$ cat src/rtl/button_pkg.sv
// Shared types and widths for the button command controller.
package button_pkg;

  // Per-button press FSM encoding.
  typedef enum logic [1:0] {
    IDLE      = 2'd0,
    PRESSED   = 2'd1,
    LONG_HELD = 2'd2
  } btn_state_e;

  localparam int STATE_W    = 2;
  localparam int EVT_LONG_W = 1;

  // Width of a button index field; never narrower than one bit.
  function automatic int btn_idx_w(input int n_btn);
    return (n_btn < 2) ? 1 : $clog2(n_btn);
  endfunction

endpackage

$ cat src/rtl/btn_press_fsm.sv
// One button: classifies presses as short/long and holds one pending event
// until the arbiter grants it.
module btn_press_fsm
  import button_pkg::*;
#(
  parameter int LONG_CYCLES = 8
) (
  input  logic       clk,
  input  logic       reset,
  input  logic       btn,
  input  logic       grant,
  output logic       pend,
  output logic       pend_long,
  output logic       drop,
  output btn_state_e state_dbg
);

  localparam int CNT_W = (LONG_CYCLES < 2) ? 1 : $clog2(LONG_CYCLES);
  localparam logic [CNT_W-1:0] CNT_LAST = CNT_W'(LONG_CYCLES - 1);

  btn_state_e       state_q, state_d;
  logic [CNT_W-1:0] cnt_q, cnt_d;
  logic             pend_q, pend_d;
  logic             pend_long_q, pend_long_d;
  logic             evt, evt_long;

  // State, hold counter and pending event registers.
  always_ff @(posedge clk) begin
    if (reset) begin
      state_q     <= IDLE;
      cnt_q       <= '0;
      pend_q      <= 1'b0;
      pend_long_q <= 1'b0;
    end else begin
      state_q     <= state_d;
      cnt_q       <= cnt_d;
      pend_q      <= pend_d;
      pend_long_q <= pend_long_d;
    end
  end

  // Next state, counter, event generation and pending-slot update.
  // The counter stops at CNT_LAST because PRESSED leaves on that value.
  always_comb begin
    state_d     = state_q;
    cnt_d       = cnt_q;
    evt         = 1'b0;
    evt_long    = 1'b0;
    drop        = 1'b0;
    pend_d      = pend_q & ~grant;
    pend_long_d = pend_long_q;
    case (state_q)
      IDLE: begin
        if (btn) begin
          state_d = PRESSED;
          cnt_d   = '0;
        end
      end
      PRESSED: begin
        if (!btn) begin
          state_d = IDLE;
          evt     = 1'b1;
        end else if (cnt_q == CNT_LAST) begin
          state_d  = LONG_HELD;
          evt      = 1'b1;
          evt_long = 1'b1;
        end else begin
          cnt_d = cnt_q + 1'b1;
        end
      end
      LONG_HELD: begin
        if (!btn) state_d = IDLE;
      end
      default: state_d = IDLE;
    endcase
    // A slot being granted this cycle is free for a new event; otherwise an
    // event arriving on a full slot is dropped and the older one kept.
    if (evt) begin
      if (pend_q && !grant) begin
        drop = 1'b1;
      end else begin
        pend_d      = 1'b1;
        pend_long_d = evt_long;
      end
    end
  end

  assign pend      = pend_q;
  assign pend_long = pend_long_q;
  assign state_dbg = state_q;

endmodule

$ cat src/rtl/button_cmd_ctrl.sv
// Button command controller: per-button press FSMs feed a round-robin
// arbiter that pushes one command per cycle into a small FIFO.
//
// Handshake: cmd_valid is high while the FIFO holds a command, the head is
// presented on cmd_btn/cmd_long, and it is consumed on a rising edge where
// cmd_valid and cmd_ready are both high; cmd_ready is ignored when empty.
module button_cmd_ctrl
  import button_pkg::*;
#(
  parameter int N_BTN       = 4,
  parameter int LONG_CYCLES = 50000000,
  parameter int FIFO_DEPTH  = 4,
  localparam int BTN_W      = btn_idx_w(N_BTN)
) (
  input  logic                     clk,
  input  logic                     reset,
  input  logic [N_BTN-1:0]         btn_in,
  input  logic                     cmd_ready,
  input  logic                     ovf_clr,
  output logic                     cmd_valid,
  output logic [BTN_W-1:0]         cmd_btn,
  output logic                     cmd_long,
  output logic                     ovf_flag,
  output logic [STATE_W*N_BTN-1:0] dbg_btn_state
);

  localparam int PTR_W = $clog2(FIFO_DEPTH);
  localparam int CNT_W = PTR_W + 1;

  logic [N_BTN-1:0] pend, pend_long, drop, grant_vec;
  logic             grant_found, can_push, push, pop, full;
  logic [BTN_W-1:0] rr_ptr, grant_idx, scan_idx;

  logic [PTR_W-1:0] wr_ptr, rd_ptr;
  logic [CNT_W-1:0] fifo_count;
  logic [BTN_W-1:0] mem_btn  [FIFO_DEPTH];
  logic             mem_long [FIFO_DEPTH];

  for (genvar g = 0; g < N_BTN; g++) begin : g_btn
    btn_state_e st;
    btn_press_fsm #(.LONG_CYCLES(LONG_CYCLES)) u_fsm (
      .clk       (clk),
      .reset     (reset),
      .btn       (btn_in[g]),
      .grant     (grant_vec[g]),
      .pend      (pend[g]),
      .pend_long (pend_long[g]),
      .drop      (drop[g]),
      .state_dbg (st)
    );
    assign dbg_btn_state[g*STATE_W +: STATE_W] = st;
  end

  assign full      = (fifo_count == CNT_W'(FIFO_DEPTH));
  assign cmd_valid = (fifo_count != '0);
  assign pop       = cmd_valid & cmd_ready;
  assign can_push  = !full || pop;
  assign push      = grant_found;
  assign cmd_btn   = mem_btn[rd_ptr];
  assign cmd_long  = mem_long[rd_ptr];

  // Round-robin search for the first pending button starting at rr_ptr.
  always_comb begin
    grant_found = 1'b0;
    grant_idx   = '0;
    scan_idx    = '0;
    grant_vec   = '0;
    for (int i = 0; i < N_BTN; i++) begin
      scan_idx = BTN_W'((int'(rr_ptr) + i) % N_BTN);
      if (can_push && !grant_found && pend[scan_idx]) begin
        grant_found = 1'b1;
        grant_idx   = scan_idx;
      end
    end
    if (grant_found) grant_vec[grant_idx] = 1'b1;
  end

  // Arbiter pointer: next search starts just after the last grant.
  always_ff @(posedge clk) begin
    if (reset) begin
      rr_ptr <= '0;
    end else if (grant_found) begin
      rr_ptr <= (grant_idx == BTN_W'(N_BTN - 1)) ? '0 : grant_idx + 1'b1;
    end
  end

  // Command FIFO storage, pointers and occupancy.
  always_ff @(posedge clk) begin
    if (reset) begin
      wr_ptr     <= '0;
      rd_ptr     <= '0;
      fifo_count <= '0;
      for (int i = 0; i < FIFO_DEPTH; i++) begin
        mem_btn[i]  <= '0;
        mem_long[i] <= 1'b0;
      end
    end else begin
      if (push) begin
        mem_btn[wr_ptr]  <= grant_idx;
        mem_long[wr_ptr] <= pend_long[grant_idx];
        wr_ptr           <= wr_ptr + 1'b1;
      end
      if (pop) rd_ptr <= rd_ptr + 1'b1;
      case ({push, pop})
        2'b10:   fifo_count <= fifo_count + 1'b1;
        2'b01:   fifo_count <= fifo_count - 1'b1;
        default: fifo_count <= fifo_count;
      endcase
    end
  end

  // Sticky overflow flag; a drop in the same cycle beats a clear.
  always_ff @(posedge clk) begin
    if (reset) begin
      ovf_flag <= 1'b0;
    end else if (|drop) begin
      ovf_flag <= 1'b1;
    end else if (ovf_clr) begin
      ovf_flag <= 1'b0;
    end
  end

endmodule

$ cat config.mk
export PLATFORM = sky130hd
export DESIGN_NAME = button_cmd_ctrl
export DESIGN_NICKNAME = d
export VERILOG_FILES = /design/src/rtl/button_pkg.sv /design/src/rtl/btn_press_fsm.sv /design/src/rtl/button_cmd_ctrl.sv
export SDC_FILE = /design/constraint.sdc
export NUM_CORES = 1
export LEC_CHECK = 0
export ABC_AREA = 1
export CELL_PAD_IN_SITES_DETAIL_PLACEMENT = 1
export CELL_PAD_IN_SITES_GLOBAL_PLACEMENT = 1
export CORE_UTILIZATION = 45
export DETAILED_ROUTE_END_ITERATION = 12
export GPL_TIMING_DRIVEN = 0
export MAX_ROUTING_LAYER = met4
export PLACE_DENSITY_LB_ADDON = 0.1
export SYNTH_ARGS = -nofsm -noshare
export SYNTH_HDL_FRONTEND = slang
export SYNTH_HIERARCHICAL = 1
export SYNTH_SLANG_ARGS = --single-unit
$ cat constraint.sdc
create_clock -name clk -period 3.3 [get_ports clk]
set_input_delay 0.825 -clock clk [delete_from_list [all_inputs] [get_ports clk]]
set_output_delay 0.825 -clock clk [all_outputs]
set_load 0.02 [all_outputs]
* Word level (Yosys, flattened, before mapping)
Memory sizes are Yosys's and may differ from the RTL's. A register that Yosys moved wholly into a read port is not among the register bits.
Index checks and enable logic that the tools add are counted.
** Word-level totals
- ROM bits :: 0
- Bits of input ports :: 8
- Latch bits :: 0
- Output and inout port bits :: 13
- Memories :: 2
- Register bits :: 130
- Bits in writable memories :: 12
** Operators by class
- Magnitude comparators :: 6
- Add/sub/neg operators :: 12
- Eq/ne operators :: 36
- Reduce and logical (&&, ||, !) cells :: 47
- Multiplexer cells :: 112
- Multiply operators :: 0
- Bitwise gates (word level) :: 13
- Div/mod/pow operators :: 0
- Shifts and indexed selects :: 0
** Memories
- mem_btn :: words 4, bits a word 2, rd ports 1, clocked after Yosys merged registers in 1, wr ports 4, RTL line button_cmd_ctrl.sv:36 : logic [BTN_W-1:0] mem_btn [FIFO_DEPTH];
- mem_long :: words 4, bits a word 1, rd ports 1, clocked after Yosys merged registers in 1, wr ports 4, RTL line button_cmd_ctrl.sv:37 : logic mem_long [FIFO_DEPTH];
** Operators by type and width (number)
- $mux W26 :: 12
- $pmux W26 S2 :: 4
- $add A26 B1 Y26 const B :: 4
- $eq A26 B26 Y1 const B :: 4
- $mux W1 :: 56
- $mux W2 :: 28
- $ne A2 B2 Y1 const B :: 16
- $pmux W2 S3 :: 4
- $reduce_and A4 Y1 :: 4
- $lt A2 B3 Y1 const B :: 5
- $eq A2 B2 Y1 const B :: 6
- $logic_and A1 B1 Y1 :: 12
- $ne A3 B2 Y1 const B :: 4
- $reduce_and A3 Y1 :: 4
- $reduce_bool A2 Y1 :: 6
- $bmux W1 S2 :: 5
- $eq A2 B1 Y1 const B :: 5
- $add A2 B1 Y2 const B :: 4
- $logic_not A1 Y1 :: 8
- $logic_not A2 Y1 :: 4
- $not A1 Y1 :: 8
- $reduce_and A2 Y1 :: 4
- $pmux W3 S2 :: 1
- $and A1 B1 Y1 :: 5
- 12 further kinds :: 13

* Logic depth before layout (Yosys ltp)
Gate-level depths: netlist of the first run.
- Word-level depth :: 28
- Mapped depth :: 21
- Gate-level depth less buffers :: 21

* Modules after synthesis
The synthesis of the first run kept the hierarchy.
** Modules (own cells, without submodules)
- btn_press_fsm :: cells an instance 359, times used 4, area each 2097.0 um^2
- button_cmd_ctrl :: cells an instance 206, times used 1, area each 1537.7 um^2

* Worst setup path after synthesis of the first run
Ideal clock, no wire load.
- Path type :: input-to-reg
- Start point :: input cmd_ready
- End point :: register fifo_count[2]
- Setup time :: 0.122 ns
- Path buffers :: 0
- Stages :: 14
- Arrival :: 2.479 ns
- Slack :: 0.699 ns
- Data required time :: 3.178 ns
- Cell sequence :: nor2_1 nand2_1 nand2_2 inv_1 nand2_1 nand3_2 nor2_4 ha_1 inv_1 fa_1 a21oi_1 o21ai_0 o21ai_0 a21oi_1
** On the way
- Word-level cells in the longest chain between the ends :: 18
- Elaborated cells between the ends (all ways) :: 20
** Ends and longest elaborated chain
- start: declaration :: RTL line button_cmd_ctrl.sv:18 : input logic cmd_ready,
- $and A1 B1 Y1 * :: RTL line button_cmd_ctrl.sv:56 : assign pop = cmd_valid & cmd_ready;
- $logic_or A1 B1 Y1 :: RTL line button_cmd_ctrl.sv:57 : assign can_push = !full || pop;
- $logic_and A1 B1 Y1 :: RTL line button_cmd_ctrl.sv:70 : if (can_push && !grant_found && pend[scan_idx]) begin
- $mux W1 :: RTL line button_cmd_ctrl.sv:70
- $logic_not A1 Y1 :: RTL line button_cmd_ctrl.sv:70
- $logic_and A1 B1 Y1 (2 in a row) :: RTL line button_cmd_ctrl.sv:70
- $mux W1 :: RTL line button_cmd_ctrl.sv:70
- $logic_not A1 Y1 :: RTL line button_cmd_ctrl.sv:70
- $logic_and A1 B1 Y1 (2 in a row) :: RTL line button_cmd_ctrl.sv:70
- $mux W1 :: RTL line button_cmd_ctrl.sv:70
- $logic_not A1 Y1 :: RTL line button_cmd_ctrl.sv:70
- $logic_and A1 B1 Y1 (2 in a row) :: RTL line button_cmd_ctrl.sv:70
- $mux W1 :: RTL line button_cmd_ctrl.sv:70
- $eq A2 B1 Y1 / $eq A2 B2 Y1 (equally long branches) :: RTL line button_cmd_ctrl.sv:104 : case ({push, pop})
- $pmux W3 S2 / $reduce_bool A2 Y1 (equally long branches)
- end signal: assignment :: RTL line button_cmd_ctrl.sv:105 : 2'b10: fifo_count <= fifo_count + 1'b1;
- end signal: assignment :: RTL line button_cmd_ctrl.sv:106 : 2'b01: fifo_count <= fifo_count - 1'b1;
- end signal: assignment :: RTL line button_cmd_ctrl.sv:107 : default: fifo_count <= fifo_count;
- end: declaration :: RTL line button_cmd_ctrl.sv:35 : logic [CNT_W-1:0] fifo_count;
Mark *: on every way between the ends. The rest lies on a longest branch, timed or not.
A chain may end at the register's enable or synchronous reset.

* Final worst setup path of the first run
- Start point :: input cmd_ready
- End point :: register ovf_flag
** On the way
- Word-level cells in the longest chain between the ends :: 27
- Elaborated cells between the ends (all ways) :: 45
** Ends and longest elaborated chain
- $and A1 B1 Y1 * :: RTL line button_cmd_ctrl.sv:56
- $logic_or A1 B1 Y1 * :: RTL line button_cmd_ctrl.sv:57
- $logic_and A1 B1 Y1 :: RTL line button_cmd_ctrl.sv:70
- $mux W1 :: RTL line button_cmd_ctrl.sv:70
- $logic_not A1 Y1 :: RTL line button_cmd_ctrl.sv:70
- $logic_and A1 B1 Y1 (2 in a row) :: RTL line button_cmd_ctrl.sv:70
- $mux W1 :: RTL line button_cmd_ctrl.sv:70
- $logic_not A1 Y1 :: RTL line button_cmd_ctrl.sv:70
- (+12 left out)
- named net grant_vec[1] :: RTL line button_cmd_ctrl.sv:30 : logic [N_BTN-1:0] pend, pend_long, drop, grant_vec;
- $logic_not A1 Y1 * :: RTL line btn_press_fsm.sv:79 : if (pend_q && !grant) begin
- $logic_and A1 B1 Y1 * :: RTL line btn_press_fsm.sv:79
- $mux W1 * :: RTL line btn_press_fsm.sv:79
- $mux W1 * :: RTL line btn_press_fsm.sv:78 : if (evt) begin
- named net drop[1] :: RTL line button_cmd_ctrl.sv:30
- $reduce_or A4 Y1 * :: RTL line button_cmd_ctrl.sv:116 : end else if (|drop) begin
- $mux W1 / $reduce_bool A2 Y1 (equally long branches)
- end signal: assignment :: RTL line button_cmd_ctrl.sv:115 : ovf_flag <= 1'b0;
- end signal: assignment :: RTL line button_cmd_ctrl.sv:117 : ovf_flag <= 1'b1;
- end signal: assignment :: RTL line button_cmd_ctrl.sv:119 : ovf_flag <= 1'b0;
- end: declaration :: RTL line button_cmd_ctrl.sv:23 : output logic ovf_flag,
Mark *: on every way through the listed nets, which the timed path passes. The rest lies on a longest branch.

==> results of run 1 <==
[power by group through the flow]
stage	registers [mW]	logic [mW]	clock network [mW]
after floorplan	1.96	0.941	0
after global placement	1.97	1.25	0
after detailed placement	1.97	1.30	0
after CTS	1.94	1.31	2.06
after global routing	1.95	1.52	2.13
final	1.94	1.35	2.02
[area by class of cell]
cell class	count	share of cell area
multi-input combinational	1205	0.5155
sequential	144	0.2707
inverter	255	0.08651
clock buffer	20	0.04218
tap	275	0.03102
buffer	38	0.02256
timing repair buffer	22	0.01940
clock inverter	10	0.01218
[sequential cells by signal (all words and copies together), names as in the netlist, named ones only]
register	cells
g_btn.u_fsm/cnt_q	104
rr_ptr	2
ovf_flag	1
g_btn.u_fsm/pend	4
g_btn.u_fsm/pend_long	4
g_btn.u_fsm/state_dbg	8
mem_btn	8
rd_ptr	2
mem_long	4
wr_ptr	2
fifo_count	3
[cell usage after synthesis]
cell type    n
clkinv_1    20
nand3_4      4
o31ai_1      1
nor2_1     217
o21bai_1     4
o22ai_1      4
nand4_1     28
and2_1       8
nand4_4      1
inv_1      213
nor4_1       1
a21oi_1     40
inv_4        1
nand4_2      3
inv_2       21
nor2_4      14
ha_1         9
nand3_2      2
fa_1         1
nor2_2      25
buf_6       13
o21ai_1      9
nand2_2     28
nor3_1      20
a21oi_2     24
nand3b_1    16
nand2_4      6
nand2_1    527
a31oi_1      1
o21ai_0     31
buf_1        4
nor3b_1      8
nand3_1    165
xor2_1       4
o21a_1       4
dfxtp_1    132
buf_2        8
clkbuf_1    13
edfxtp_1    12
[timing repair]
action / 4_1_cts / 5_1_grt
buffers inserted: 0 / 2
gates resized for setup: 0 / 2
endpoints found under the hold margin: 0 / 0
endpoints found under the setup margin: 0 / 1
[final timing paths]
path	start	to	slack, ps	cells past startpoint
max	cmd_ready	ovf_flag$_SDFFE_PP0P_	290	19
min	g_btn[0].u_fsm/pend_long$_SDFFE_PP0P_	g_btn[0].u_fsm/pend_long$_SDFFE_PP0P_	460	2
max reg2reg	rr_ptr[0]$_SDFFE_PP0P_	ovf_flag$_SDFFE_PP0P_	540	19
min reg2reg	g_btn[0].u_fsm/pend_long$_SDFFE_PP0P_	g_btn[0].u_fsm/pend_long$_SDFFE_PP0P_	460	2
[per-stage QoR]
| stage | instances | total power, mW | worst slack, ps |
|---|---|---|---|
| after CTS | 1967 | 5.312 | 12.84 |
| after detailed placement | 1937 | 3.271 | -360.5 |
| after floorplan | 1642 | 2.899 | 699.4 |
| final | 1969 | 5.305 | 287.4 |
| after global routing | 1969 | 5.593 | 61.12 |
| after global placement | 1937 | 3.219 | -264.8 |
[per-layer routing]
layer / up-vias / wire length (microns)
met2: 190 / 14710
met1: 4975 / 14280
li1: 5193 / -
met4: 0 / 587
met3: 48 / 1143
met5: - / 0
[worst register-to-register path, cell delays in order (launching register included)]
cell and delay (ps):
dfxtp_1 340, inv_2 190, nand2_1 100, nand2_2 120, nand2_2 70, nand2_4 90, nand4_4 100, o21ai_1 290
nand2_2 120, inv_1 110, ha_1 150, nand2_1 60, inv_1 70, inv_1 40, nand2_1 150, nor2_1 100
nor4_1 310, o21ai_0 130, nand2_1 70, inv_1 40
[logic make-up (layout without fill, tap and decap cells)]
family,after synthesis,after routing
AO/OA/AOI/OAI,118,118
buffers and inverters,293,345
AND/OR/NAND/NOR,1073,1073
XOR/XNOR,4,4
adder cells (fa/ha/maj),10,10
flip-flops,144,144
==> run_results.csv, run 1 <==
group,metric,value,unit
status,run_status,"completed",
setup_path,cp_data_arrival_time,3340,ps
setup_path,cp_max_fo,4,
synth,netlist_top_cells_area,"dfxtp_1, nand2_1, nand3_1",
timing,setup_viol,0,
layout,drive_gt1_frac,0.1080,
floorplanning,start_util,0.4648,
power,sw_frac_of_total,0.3300,
layout,syn2layout_area_growth,11.76,%
grt,grt-ovfl-total,0,
timing,slew_viol_final,0,
timing,min_period,3013,ps
setup_path,worstSetupStartpointType,"input pin",
cts,clk_pin_slew,60,ps
cts,clkLatencyLatePin,440,ps
layout,final_cell_mix,"nand2_1, nor2_1, inv_1",
placement,post_dp_cell_area,0.01047,sq mm
power,power_density,478.3,mW/mm^2
floorplanning,die_area,0.02265,sq mm
timing,hold_violations,0,
timing,slew_headroom,0.4533,
layout,final_common_cell,"nand2_1",
floorplanning,num_rows,53,
layout,register_area,0.003003,sq mm
setup_path,crit_family,"simple AND/OR/NAND/NOR gates",
floorplanning,num_io_pins,21,
layout,utilization,0.5195,
power,internal_power,3.555,mW
floorplanning,die_y,150.5,microns
detailed_routing,routed-via-count,10410,
synth,yosysTopAreaCell,"dfxtp_1",
timing,timing.setup.tns,0,ps
cts,numCtsBuffers,17,
layout,nets,1701,
floorplanning,die_w,150.5,microns
setup_path,max_stage_delay,520,ps
setup_path,critPathMostFrequentCell,"inv_1",
grt,busiest_layer,"met2",
flow_run,cap_violations,0,
synth,synth_compound_area_frac,0.07147,
detailed_routing,final_antenna_net_count,0,
synth,synth_top_family_by_area,"simple AND/OR/NAND/NOR gates",
synth,synth_xor_area_frac,0.003530,
timing,finClkSkew,12.86,ps
timing,hold_ws,459.5,ps
cts,tritoncts,"built",
cts,cts-root-buf,"clkbuf_16",
layout,antennaDiodeCount,0,
setup_path,setup.worst_path.end_class,"flop",
grt,grt_usage,0.2914,
timing,fin_crit_sh,0.9129,
synth,yosys.area_share.adder,0.01336,
grt,met1_usage,0.3603,
setup_path,worst_ep_required_time,3620,ps
synth,syn_area_per_cell,6.045,sq um
cts,clock-sinks,144,
setup_path,cp_num_buf_inv,5,
grt,grt_pass1_wl,50650,microns
cts,cts_buffer_depth,2,
cts,htreeDepth,4,
synth,synthDominantCellAreaShare,0.2662,
placement,globalplace.congestion,0.9278,
timing,worstMarginPinSlew,817.6,ps
detailed_routing,vias_per_cell,5.285,
detailed_routing,wl_per_cell,15.60,microns
power,power_switching,1.751,mW
setup_path,path_cells,"clkdlybuf4s50_1 > nor2_1 > nand2_2 > nand2_2 > nor2_2 > nor2_1 > o21ai_1 > nand2_2 > inv_1 > ha_1 > nand2_1 > inv_1 > inv_1 > nand2_1 > nor2_1 > nor4_1 > o21ai_0 > nand2_1 > inv_1",
setup_path,critPathSlowestCell,"clkdlybuf4s50_1",
layout,multi_input_area,0.005718,sq mm
synth,ys_types,39,
layout,fillers,3034,
synth,syn_nets,1660,
cts,cts_hold_buf,0,
synth,synth_cells,1642,
detailed_routing,drc_errors,0,
detailed_routing,drt_wl_total,30720,microns
synth,synth_area,0.009926,sq mm
timing,rsz0062_at_grt,"false",
grt,grt_use_met2,0.4846,
power,p_seq_frac,0.365,
power,clockPowerShare,0.380,
setup_path,crit_type,"input pin to flop",
placement,dp_hpwl,22730,microns
power,combPwrFrac,0.255,
synth,yosysSeqAreaShare,0.3025,
timing,fmax,0.3319,GHz
grt,antenna_found_initial,0,
synth,yosys.area_share.simple,0.4872,
detailed_routing,drt_iter0_markers,511,
grt,use_met3,0.03970,
synth,ys_warn_count,6,
grt,grt_pass1_vias,10420,
synth,synth_mux_area_frac,0,
floorplanning,coreArea,0.02135,sq mm
min_path,hold_path.class,"flop to flop",
placement,numPortBuffers,20,
power,irDropWorstVdd,381.1,uV
synth,ys_ff_latch,144,
layout,stdcell_area,0.01109,sq mm
power,p_leak,4.701,nW
detailed_routing,dr.pass1.iters,6,
grt,grt_start_max_net_pins,17,
(Power assumes the default switching activity.)
==> run 2, diff against run 1 <==
CAP_MARGIN = 25   (was unset)
==> results of run 2 <==
Same layout as run 1: the final DEF is identical, and so are final timing and power.
